## config.mk

```make
export PLATFORM = sky130hd
export DESIGN_NAME = logic_pipe32
export DESIGN_NICKNAME = d
export VERILOG_FILES = /design/src/rtl/logic_pkg.sv /design/src/rtl/logic_gates32.sv /design/src/rtl/logic_sel32.sv /design/src/rtl/logic_pipe32.sv
export SDC_FILE = /design/constraint.sdc
export NUM_CORES = 1
export LEC_CHECK = 0
export BUFFER_PORTS_ARGS = -buffer_cell sky130_fd_sc_hd__buf_2
export CAP_MARGIN = 5
export CORE_UTILIZATION = 28
export CTS_CLUSTER_SIZE = 10
export DETAILED_ROUTE_END_ITERATION = 12
export PLACE_DENSITY = 0.47
export SYNTH_ARGS = -nofsm -noshare
export SYNTH_HDL_FRONTEND = slang
export SYNTH_HIERARCHICAL = 1
export SYNTH_SLANG_ARGS = --single-unit
```

## constraint.sdc

```tcl
create_clock -name CLK -period 4.79 [get_ports CLK]
set_input_delay 1.437 -clock CLK [delete_from_list [all_inputs] [get_ports CLK]]
set_output_delay 1.437 -clock CLK [all_outputs]
set_load 0.005 [all_outputs]
```

## src/rtl/logic_pkg.sv

```systemverilog
// Shared opcode encodings for the bitwise logic pipeline.
package logic_pkg;

  typedef logic [1:0] opcode_t;

  localparam opcode_t OP_AND = 2'd0;
  localparam opcode_t OP_OR  = 2'd1;
  localparam opcode_t OP_NOR = 2'd2;
  localparam opcode_t OP_INV = 2'd3;

endpackage

```

## src/rtl/logic_gates32.sv

```systemverilog
// Plain vector gate cells used by the result selector.
module and32 #(
  parameter int W = 32
) (
  input  logic [W-1:0] a_i,
  input  logic [W-1:0] b_i,
  output logic [W-1:0] y_o
);
  assign y_o = a_i & b_i;
endmodule

module or32 #(
  parameter int W = 32
) (
  input  logic [W-1:0] a_i,
  input  logic [W-1:0] b_i,
  output logic [W-1:0] y_o
);
  assign y_o = a_i | b_i;
endmodule

module nor32 #(
  parameter int W = 32
) (
  input  logic [W-1:0] a_i,
  input  logic [W-1:0] b_i,
  output logic [W-1:0] y_o
);
  assign y_o = ~(a_i | b_i);
endmodule

module inv32 #(
  parameter int W = 32
) (
  input  logic [W-1:0] a_i,
  output logic [W-1:0] y_o
);
  assign y_o = ~a_i;
endmodule

```

## src/rtl/logic_sel32.sv

```systemverilog
// Combinational result stage: all four gate outputs computed in parallel, opcode picks one.
module logic_sel32
  import logic_pkg::*;
#(
  parameter int W = 32
) (
  input  opcode_t      op_i,
  input  logic [W-1:0] a_i,
  input  logic [W-1:0] b_i,
  output logic [W-1:0] y_o,
  output logic         zero_o
);

  logic [W-1:0] and_y;
  logic [W-1:0] or_y;
  logic [W-1:0] nor_y;
  logic [W-1:0] inv_y;

  and32 #(.W(W)) u_and (.a_i(a_i), .b_i(b_i), .y_o(and_y));
  or32  #(.W(W)) u_or  (.a_i(a_i), .b_i(b_i), .y_o(or_y));
  nor32 #(.W(W)) u_nor (.a_i(a_i), .b_i(b_i), .y_o(nor_y));
  inv32 #(.W(W)) u_inv (.a_i(a_i), .y_o(inv_y));

  always_comb begin
    y_o = and_y;
    case (op_i)
      OP_AND:  y_o = and_y;
      OP_OR:   y_o = or_y;
      OP_NOR:  y_o = nor_y;
      OP_INV:  y_o = inv_y;
      default: y_o = and_y;
    endcase
  end

  assign zero_o = ~|y_o;

endmodule

```

## src/rtl/logic_pipe32.sv

```systemverilog
// Two-stage valid/ready pipeline around logic_sel32 with a completed-result counter.
module logic_pipe32
  import logic_pkg::*;
#(
  parameter int DATA_W = 32,
  parameter int CNT_W  = 16
) (
  input  logic              CLK,
  input  logic              RST,
  input  logic              IN_VALID,
  output logic              IN_READY,
  input  logic [1:0]        OPCODE,
  input  logic [DATA_W-1:0] A,
  input  logic [DATA_W-1:0] B,
  output logic              OUT_VALID,
  input  logic              OUT_READY,
  output logic [DATA_W-1:0] Y,
  output logic              ZERO,
  output logic [CNT_W-1:0]  OP_COUNT
);

  logic              s1_v_q, s1_v_d;
  opcode_t           s1_op_q, s1_op_d;
  logic [DATA_W-1:0] s1_a_q, s1_a_d;
  logic [DATA_W-1:0] s1_b_q, s1_b_d;
  logic              s2_v_q, s2_v_d;
  logic [DATA_W-1:0] s2_y_q, s2_y_d;
  logic              s2_zero_q, s2_zero_d;
  logic [CNT_W-1:0]  cnt_q, cnt_d;

  logic              out_xfer;
  logic              in_xfer;
  logic              s2_load;
  logic              s1_load;
  logic [DATA_W-1:0] res_y;
  logic              res_zero;

  logic_sel32 #(.W(DATA_W)) u_sel (
    .op_i   (s1_op_q),
    .a_i    (s1_a_q),
    .b_i    (s1_b_q),
    .y_o    (res_y),
    .zero_o (res_zero)
  );

  assign IN_READY  = ~RST & (~s1_v_q | ~s2_v_q | OUT_READY);
  assign out_xfer  = s2_v_q & OUT_READY;
  assign in_xfer   = IN_VALID & IN_READY;
  assign s2_load   = s1_v_q & (~s2_v_q | out_xfer);
  assign s1_load   = ~s1_v_q | s2_load;

  always_comb begin
    s1_v_d    = s1_v_q;
    s1_op_d   = s1_op_q;
    s1_a_d    = s1_a_q;
    s1_b_d    = s1_b_q;
    s2_v_d    = s2_v_q;
    s2_y_d    = s2_y_q;
    s2_zero_d = s2_zero_q;
    cnt_d     = cnt_q;

    if (s1_load) s1_v_d = in_xfer;
    if (in_xfer) begin
      s1_op_d = OPCODE;
      s1_a_d  = A;
      s1_b_d  = B;
    end

    // Output regs are zeroed on drain so Y/ZERO read 0 whenever nothing is valid.
    if (s2_load) begin
      s2_v_d    = 1'b1;
      s2_y_d    = res_y;
      s2_zero_d = res_zero;
    end else if (out_xfer) begin
      s2_v_d    = 1'b0;
      s2_y_d    = '0;
      s2_zero_d = 1'b0;
    end

    if (out_xfer) cnt_d = cnt_q + CNT_W'(1);
  end

  always_ff @(posedge CLK) begin
    if (RST) begin
      s1_v_q    <= 1'b0;
      s1_op_q   <= OP_AND;
      s1_a_q    <= '0;
      s1_b_q    <= '0;
      s2_v_q    <= 1'b0;
      s2_y_q    <= '0;
      s2_zero_q <= 1'b0;
      cnt_q     <= '0;
    end else begin
      s1_v_q    <= s1_v_d;
      s1_op_q   <= s1_op_d;
      s1_a_q    <= s1_a_d;
      s1_b_q    <= s1_b_d;
      s2_v_q    <= s2_v_d;
      s2_y_q    <= s2_y_d;
      s2_zero_q <= s2_zero_d;
      cnt_q     <= cnt_d;
    end
  end

  assign OUT_VALID = s2_v_q;
  assign Y         = s2_y_q;
  assign ZERO      = s2_zero_q;
  assign OP_COUNT  = cnt_q;

endmodule

```

Word level (Yosys, flattened, before mapping)
Cells that the tools add are included.
- RAM bits: 0
- word-level logic and storage cells: 37
- output and inout port bits: 51
- ROM bits: 0
- bits in registers: 117
- memories: 0
- input bits: 70
- latch bits: 0
- mux-type cells: 6
- multiply operators: 0
- bitwise operators: 15
- magnitude comparators: 0
- equality and inequality tests: 3
- add/subtract/negate cells: 1
- reduce and logical (&&, ||, !) cells: 4
- div/mod/pow operators: 0
- shift operators: 0
- operators by type and width (operator ; number):
    one-hot mux 32 bit (4 select lines) ; 1
    2-to-1 mux 32 bit ; 2
    inverter 32 bit ; 2
    AND 32 bit ; 1
    OR 32 bit ; 1
    OR reduction 32 bit ; 1
    adder 16 x 1 -> 16 bit (second input constant) ; 1
    AND 1 bit ; 4
    == test 2 bit (second input constant) ; 2
    OR 1 bit ; 4
    2-to-1 mux 1 bit ; 3
    inverter 1 bit ; 3
    == test 2 x 1 -> 1 bit (second input constant) ; 1
    logical NOT 2 bit ; 1
    nonzero test 2 bit ; 1
    logical NOT 1 bit ; 1

Logic depth before layout (Yosys ltp)
Gate-level depths: netlist of run 1.
- depth in word-level cells: 6
- mapped depth: 8
- depth with buffers taken out: 7

Cells and area by module
The synthesis of run 1 kept the hierarchy.
- modules (own cells, without submodules) (module ; cells each ; times used ; area an instance (sq um) ; seq. area each (sq um)):
    logic_pipe32 ; 491 ; 1 ; 4370.4 ; 2342.2
    logic_sel32 ; 51 ; 1 ; 862.1 ; 0.0
    and32 ; 32 ; 1 ; 200.2 ; 0.0
    or32 ; 32 ; 1 ; 200.2 ; 0.0
    inv32 ; 32 ; 1 ; 120.1 ; 0.0
    nor32 ; 32 ; 1 ; 120.1 ; 0.0

Least setup slack after synthesis of run 1
Ideal clock, no wire load.
- kind: input to output
- start: input port RST
- end: output port IN_READY
- setup slack: 1.076 ns
- data required time: 3.353 ns
- buffers on the path: 3
- arrival: 2.277 ns
- stages: 4
- cells stage by stage: clkbuf_1 -> clkbuf_1 -> clkbuf_1 -> a21oi_1
- word-level cells in the longest chain between the ends: 2
- ends and longest elaborated chain (element ; RTL line ; source):
    from (decl) ; logic_pipe32.sv:9 ; input logic RST,
    inverter 1 bit ; logic_pipe32.sv:46 ; assign IN_READY = ~RST & (~s1_v_q | ~s2_v_q | OUT_READY);
    AND 1 bit ; logic_pipe32.sv:46 ;
    to (decl) ; logic_pipe32.sv:11 ; output logic IN_READY,
Every way passes these cells.

Final worst setup path of run 1
- start: input port OUT_READY
- end: output port IN_READY
- word-level cells in the longest chain between the ends: 2
- ends and longest elaborated chain (element ; RTL line ; source):
    from (decl) ; logic_pipe32.sv:16 ; input logic OUT_READY,
    OR 1 bit ; logic_pipe32.sv:46 ;
    AND 1 bit ; logic_pipe32.sv:46 ;
Every way passes these cells.

==> impl_metrics.tcl, run 1 <==
set metrics [dict create \
    synth_largest_area_cell "dfxtp_1" \
    worstPathRequired_ps 3350 \
    ios 121 \
    core-area_um2 20400 \
    postRouteWirelength_um 14800 \
    vdd_drop_max_mv 0.244 \
    synth.most_common_cell "dfxtp_1" \
    hold_buffers 0 \
    rows 52 \
    worst_ep_arrival_time_ps 2330 \
    synthTopCellsByArea "dfxtp_1 (40%), mux4_2 (12%), nand2b_1 (7.0%), nor2_1 (5.0%), nand2_1 (4.7%)" \
    worst_pin_slew_ps 944 \
    cp_max_fo 8 \
    drtIter0Drc 225 \
    finalSetupTns_ps 0 \
    die_h_um 147 \
    grt-ovfl-total 0 \
    grt_pass1_vias 4436 \
    cts_buffers 17 \
    die_area_um2 21600 \
    place_congestion 0.755 \
    area_delta_synth_final_pct 23.5 \
    rsz0062_at_grt "no" \
    grtUsageTotal_pct 14.4 \
    ys_types 37 \
    synth_edf_count 0 \
    ys_seq_area_share_pct 39.9 \
    syn_nets 741 \
    clk_latency_ps 420 \
    post-route-min-period_ps 3760 \
    place_hpwl_um 9960 \
    cpPeakStageDelay_ps 450 \
    grt_pass1_wl_um 23800 \
    place_ws_ps 1030 \
    maxCapViolCount 0 \
    hold_viol_final 0 \
    drc 0 \
    yosysTopAreaCellShare_pct 39.9 \
    die-width_um 147 \
    syn_area_um2 5870 \
    clk_pin_slew_ps 50 \
    start_util_pct 28.7 \
    relSlewSlack_pct 36.9 \
    crit_top_cell "buf_2" \
    viasPerCell 4.51 \
    end_kind "output pin" \
    grt_max_degree 133 \
    ant_nets 0 \
    antenna_found_initial 0 \
    cts_resized 0 \
    ys_warn_count 6 \
    setup_viol 0 \
    synthTopCellsByCount "dfxtp_1 (117), nor2_1 (79), nand2_1 (73)" \
    post_cts_buffers 0 \
    p_leak_uw 0.00292 \
    synth-main-ff-cell "dfxtp_1" \
    drt-wirelength-per-cell_um 14.1 \
    crit_chain "buf_2 -> nor2b_1 -> a21oi_1 -> buf_2" \
    power_per_cell_area_nw_per_um2 382 \
    cts.sinks 117 \
    drv_slew 0 \
    syn-instance-count 670 \
    finalWorstSetupSlack_ps 1030 \
    cts_tree "yes" \
    fin_crit_sh_pct 78.5 \
    fin_nets 840 \
    avgSynthCellArea_um2 8.77 \
    cts_root_buf "clkbuf_16" \
    diodes 0 \
    portBuffers 120 \
    firstDrtPassIters 5 \
    min_path_type "reg -> reg" \
    crit_type "in -> out" \
    htree_levels 4 \
    num_vias 4735 \
    fmax_mhz 266 \
    async_reset_ff_share_pct 0 \
    ys_seq_elements 117 \
    clk_path_buf_depth 2 \
    outcome "finished clean" \
    skew_ps 6.11 \
    drive_gt1_share_pct 24.8 \
    worst_setup_path_start_kind "primary input" \
    cp_slowest_cell "nor2b_1" \
]
[sequential cells by signal (all words and copies together) (netlist names)]
signal,count
OP_COUNT,16
s1_a_q,32
s1_b_q,32
OUT_VALID,1
s1_op_q,2
Y,32
s1_v_q,1
ZERO,1
[cells by family (layout without fill, tap and decap cells)]
kind of cell	after synthesis	count (layout)	synth area share, %
AO/OA/AOI/OAI	113	113	11.2
XOR/XNOR	10	10	1.49
adder cells (fa/ha/maj)	1	1	0.213
buffers and inverters	78	189	6.88
flip-flops	117	117	39.9
multiplexers	33	33	12.4
AND/OR/NAND/NOR	318	318	27.8
[critical path: cells and delay by family]
kind	cells	cell delay, ps
AOI/OAI and AO/OA	1	140
and+or+nand+nor	1	450
buffers and inverters	2	300
[power by group]
group          internal, uW  leakage (uW)  switching, uW
clock                   934      0.000311            446
sequential             1030      0.000960           62.1
combinational           158       0.00165            144
total                  2120       0.00292            652
[through the flow]
| step | total power [uW] | std cells | hold slack, ps | cell area [um^2] | utilization, % |
|---|---|---|---|---|---|
| after floorplan | 1320 | 670 | 448 | 5870 | - |
| after global placement | 1420 | 1020 | 474 | 6610 | 32.4 |
| after detailed placement | 1420 | 1020 | 473 | 6610 | 32.4 |
| after CTS | 2820 | 1051 | 480 | 7250 | 35.5 |
| after global routing | 2900 | 1051 | 514 | 7250 | 35.5 |
| final | 2770 | 1051 | 476 | 7250 | 35.5 |
[cell type report]
class | instances | area (um^2)
clock buffer | 23 | 498
clock inverter | 8 | 145
fill | 2187 | 13200
inverter | 34 | 128
multi-input combinational | 475 | 3150
sequential | 117 | 2340
tap | 270 | 338
timing repair buffer | 124 | 646
[layout by cell type, fill, tap and decap left out, types with 2 or more instances in the layout]
cell type / n
buf_2: 119
dfxtp_1: 115
nor2_1: 79
nand2_1: 73
nand2b_1: 66
o21ai_0: 50
inv_1: 34
a22oi_1: 33
and2_1: 33
mux4_2: 32
or2_1: 32
o21ai_1: 19
clkbuf_16: 17
xor2_1: 9
a21oi_1: 8
nand4_1: 7
nor4_1: 7
nand3_1: 6
clkbuf_8: 5
bufinv_16: 4
buf_4: 4
and4_1: 3
or3_1: 2
o31ai_1: 2
or4_1: 2
clkinv_2: 2
clkinvlp_4: 2
dfxtp_2: 2
[metal layers]
| layer | part of all wire, % | vias up | track usage (%) |
|---|---|---|---|
| met2 | 43 | 113 | 20.9 |
| li1 | - | 2468 | - |
| met4 | 1.3 | 0 | 5.31 |
| met5 | 0 | - | 0 |
| met3 | 5.1 | 13 | 3.45 |
| met1 | 51 | 2141 | 20.6 |
[worst paths after layout]
kind / start / end / slack [ps] / cells past startpoint
max reg2reg: s1_op_q[0] / ZERO / 1950 / 7
max: OUT_READY / IN_READY / 1030 / 4
min reg2reg: OP_COUNT[15] / OP_COUNT[15] / 480 / 2
min: OP_COUNT[15] / OP_COUNT[15] / 480 / 2
No activity file was read; power rests on OpenSTA's default activity.
==> run 2: changes to the inputs <==
- PLACE_DENSITY: 0.47 -> 0.49
- clock period: 4.79 -> 3.1 ns (I/O delays scaled with it)
==> run 2 against run 1 <==
Against the previous run: sequential share of layout area barely moved; critical path depth did not move; cell area rose by 0.12%; core utilization barely moved; critical path type unchanged; highest routed layer unchanged.
==> impl_metrics.tcl, run 2 (same netlist as run 1, synthesis figures left out) <==
set metrics [dict create \
    worst_pin_slew_ps 908 \
    p_leak_uw 0.00292 \
    clkPwrFrac_pct 48.2 \
    clk_pin_slew_ps 50 \
    place_congestion 0.777 \
    setup_viol 0 \
    post_cts_buffers 0 \
    post-route-min-period_ps 2780 \
    start_util_pct 28.7 \
    min_path_type "reg -> reg" \
    p_comb_share_pct 11.8 \
    mostFrequentLayoutCell "buf_2" \
    cp_slowest_cell "nor2b_1" \
    drtIter0Drc 263 \
    drive_gt1_share_pct 24.9 \
    placed_cells 1021 \
    cts_tree "yes" \
    viasPerCell 4.56 \
    grtUsageTotal_pct 14.6 \
    crit_chain "buf_2 -> nor2b_1 -> a21oi_1 -> buf_2" \
    cpPeakStageDelay_ps 460 \
    postRouteWirelength_um 15000 \
    drc 0 \
    p_int_uw 3160 \
    reg2reg_from "s1_op_q[1]" \
    relSlewSlack_pct 39.3 \
    die_area_um2 21600 \
    drt-wirelength-per-cell_um 14.2 \
    firstDrtPassIters 5 \
    antenna_found_initial 1 \
    portBuffers 120 \
    worst_setup_path_start_kind "primary input" \
    grt_pass1_vias 4601 \
    fmax_mhz 360 \
    crit_end "IN_READY" \
    vdd_drop_max_mv 0.320 \
    skew_ps 7.41 \
    startpoint "OUT_READY" \
    power_switching_share_pct 24.5 \
    power_per_cell_area_nw_per_um2 575 \
    crit_type "in -> out" \
    reg2reg_slack_ps 770 \
    dpl_cell_area_um2 6660 \
    die_h_um 147 \
    power_uw 4180 \
    maxCapViolCount 0 \
    end_kind "output pin" \
    finalSetupTns_ps 0 \
    rsz0062_at_grt "no" \
    worstPathRequired_ps 2170 \
    place_hpwl_um 9760 \
    core-area_um2 20400 \
    worst_ep_arrival_time_ps 1850 \
    final_cell_area_um2 7260 \
    cts.sinks 117 \
    most-common-layout-cells "buf_2 (119), dfxtp_1 (115), nor2_1 (79), nand2_1 (73), nand2b_1 (66)" \
    crit_top_cell "buf_2" \
    seqPwrFrac_pct 39.9 \
    area_delta_synth_final_pct 23.6 \
    cts_buffers 17 \
    r2r_cells 7 \
    ios 121 \
    cts_resized 0 \
    grt_pass1_wl_um 24500 \
    fin_cells 1055 \
    clk_latency_ps 410 \
    htree_levels 4 \
    cp_max_fo 8 \
    cts_root_buf "clkbuf_16" \
    num_vias 4815 \
    ant_nets 0 \
    timing.rr.end "ZERO" \
    fin_crit_sh_pct 89.5 \
    rows 52 \
    hold_viol_final 0 \
    drv_slew 0 \
    outcome "finished clean" \
    hold_buffers 0 \
    grt-ovfl-total 0 \
    clk_path_buf_depth 2 \
    switchingPower_uw 1020 \
    fin_nets 841 \
    die-width_um 147 \
    grt_max_degree 133 \
]
## run 2: cell count changes in the layout (fill, tap and decap cells not counted), sizes merged
cell,delta
buf,+1
clkinv,+4
clkinvlp,-1
bufinv,-1
diode,+2
clkbuf,-1
## run 2: worst min-delay path by stage
stage | startpoint | endpoint | slack [ps] | depth (start not counted)
floorplan | s1_op_q[1] | s1_op_q[1] | 450 | 2
global placement | OP_COUNT[15] | OP_COUNT[15] | 470 | 2
detailed placement | s1_b_q[29] | s1_b_q[29] | 480 | 2
CTS | s1_b_q[28] | s1_b_q[28] | 490 | 2
global route | OP_COUNT[15] | OP_COUNT[15] | 500 | 2
finish | OP_COUNT[15] | OP_COUNT[15] | 490 | 2
## run 2: power by group through the flow
stage                     registers (uW)  logic, uW  clock network [uW]
final                               1670        494                2020
after global routing                1680        555                2160
after CTS                           1670        503                2080
after detailed placement            1700        500                   0
after global placement              1700        492                   0
after floorplan                     1670        362                   0
## run 2: critical path, delay by kind of cell
family,cells,cell delay [ps]
simple gates,1,460
buf+inv,2,300
compound gates,1,150
## run 2: layout make-up
class / count / area [um^2]
fill: 2173 / 13200
multi-input combinational: 475 / 3150
sequential: 117 / 2340
timing repair buffer: 125 / 691
clock buffer: 22 / 474
tap: 270 / 338
clock inverter: 10 / 128
inverter: 34 / 128
antenna: 2 / 5.00
## run 2: through the flow
step / worst slack, ps / util [%] / hold WS, ps
floorplan: 400 / - / 448
global placement: 324 / 32.6 / 475
detailed placement: 338 / 32.6 / 480
CTS: 333 / 35.5 / 494
global route: 229 / 35.5 / 504
finish: 325 / 35.5 / 487
## run 2: per-layer routing
metal  track usage, %  part of all wire [%]  routed length [um]  vias up
met5                0                     0                   0        -
met1             20.9                    51                7680     2212
li1                 -                     -                   -     2474
met2             21.2                    42                6350      115
met3             4.35                   5.4                 807       14
met4             4.06                   1.1                 164        0
==> run 3: changes to the inputs <==
- REMOVE_ABC_BUFFERS: unset -> 1
==> run 3 against run 2 <==
Against the previous run: combinational power down 2%; count of clock-buffer cells in the layout is 2 lower; global-route usage shrank 0.17 points; power rose by 0.51%; sequential share of layout area barely moved; critical path depth is the same; sequential power about the same; die area did not move; wire length down 2.3%; via count down 1.3%; maximum frequency grew 0.14%; first-iteration DRC count down 18%.
==> impl_metrics.tcl, run 3 (same netlist as run 1, synthesis figures left out) <==
set metrics [dict create \
    reg2reg_slack_ps 830 \
    clk_latency_ps 410 \
    timing.rr.end "ZERO" \
    cp_max_fo 8 \
    r2r_cells 7 \
    hold_viol_final 0 \
    num_vias 4754 \
    firstDrtPassIters 4 \
    htree_levels 4 \
    cts_buffers 17 \
    die_area_um2 21600 \
    mostFrequentLayoutCell "buf_2" \
    end_kind "output pin" \
    p_leak_uw 0.00293 \
    final_cell_area_um2 7260 \
    worst_ep_arrival_time_ps 1840 \
    finalSetupTns_ps 0 \
    antenna_found_initial 2 \
    drt-wirelength-per-cell_um 13.9 \
    drive_gt1_share_pct 25.1 \
    post_cts_buffers 0 \
    drtIter0Drc 216 \
    place_hpwl_um 9440 \
    outcome "finished clean" \
    clk_path_buf_depth 2 \
    die-width_um 147 \
    clk_pin_slew_ps 50 \
    ios 121 \
    place_congestion 0.735 \
    hold_buffers 0 \
    fmax_mhz 361 \
    rsz0062_at_grt "no" \
    drv_slew 0 \
    startpoint "OUT_READY" \
    viasPerCell 4.51 \
    worstPathRequired_ps 2170 \
    area_delta_synth_final_pct 23.6 \
    worst_pin_slew_ps 930 \
    post-route-min-period_ps 2770 \
    grt_max_degree 133 \
    grtUsageTotal_pct 14.5 \
    ant_nets 0 \
    dpl_cell_area_um2 6650 \
    vdd_drop_max_mv 0.316 \
    setup_viol 0 \
    fin_nets 844 \
    portBuffers 120 \
    relSlewSlack_pct 37.9 \
    start_util_pct 28.7 \
    grt-ovfl-total 0 \
    core-area_um2 20400 \
    final.fill_count 2146 \
    cts_root_buf "clkbuf_16" \
    maxCapViolCount 0 \
    drc 0 \
    postRouteWirelength_um 14700 \
    grt_pass1_wl_um 24100 \
    reg2reg_from "s1_op_q[1]" \
    cts_resized 0 \
    rows 52 \
    diodes 0 \
    min_path_type "reg -> reg" \
    cts.sinks 117 \
    power_per_cell_area_nw_per_um2 579 \
    fin_crit_sh_pct 89.4 \
    die_h_um 147 \
    crit_end "IN_READY" \
    grt_pass1_vias 4604 \
    skew_ps 12.5 \
    crit_type "in -> out" \
    worst_setup_path_start_kind "primary input" \
    cts_tree "yes" \
    most-common-layout-cells "buf_2 (119), dfxtp_1 (115), nor2_1 (79), nand2_1 (73), nand2b_1 (66)" \
]
## run 3: cell types whose count changed in the layout (fill, tap and decap cells not counted), sizes merged
cell / previous run / this run
buf: 125 / 128
clkbuf: 22 / 20
bufinv: 3 / 4
diode: 2 / 0
## run 3: final cells by class
| type | count | area, um^2 | area share (%) |
|---|---|---|---|
| multi-input cells | 475 | 3150 | 43.5 |
| flip-flops and latches | 117 | 2340 | 32.3 |
| repair buffers | 128 | 688 | 9.48 |
| clock buffers | 20 | 447 | 6.16 |
| well taps | 270 | 338 | 4.66 |
| clock inverters | 11 | 158 | 2.17 |
| inverters | 34 | 128 | 1.76 |
## run 3: worst min path at each step
stage                 startpoint      endpoint  slack [ps]  depth (start not counted)
finish              OP_COUNT[15]  OP_COUNT[15]         480                          2
global route          s1_b_q[19]    s1_b_q[19]         520                          2
CTS                 OP_COUNT[15]  OP_COUNT[15]         480                          2
detailed placement  OP_COUNT[15]  OP_COUNT[15]         470                          2
global placement            Y[4]          Y[4]         470                          2
floorplan             s1_b_q[28]    s1_b_q[28]         460                          2
## run 3: critical path, cell delays in order
cell	delay [ps]
buf_2	150
nor2b_1	470
a21oi_1	140
buf_2	150
## run 3: where the power goes
group          switching [uW]  total, uW  internal, uW
sequential               76.3       1660          1590
combinational             236        485           249
clock                     700       2050          1350
total                    1010       4200          3190
## run 3: metal layers
metal,track usage (%),vias to the layer above,share of wire (%)
li1,-,2471,-
met5,0,-,0.089
met2,23.0,101,46
met3,4.38,12,5.2
met1,18.6,2168,48
met4,4.69,2,1.0
## run 3: through the flow
step | setup WS (ps) | instances | total power (uW) | hold slack, ps | utilization [%]
floorplan | -2050 | 626 | 2000 | 459 | -
global placement | 335 | 1024 | 2190 | 474 | 32.6
detailed placement | 335 | 1024 | 2190 | 473 | 32.6
CTS | 330 | 1055 | 4270 | 482 | 35.5
global route | 239 | 1055 | 4420 | 518 | 35.5
finish | 329 | 1055 | 4200 | 478 | 35.5
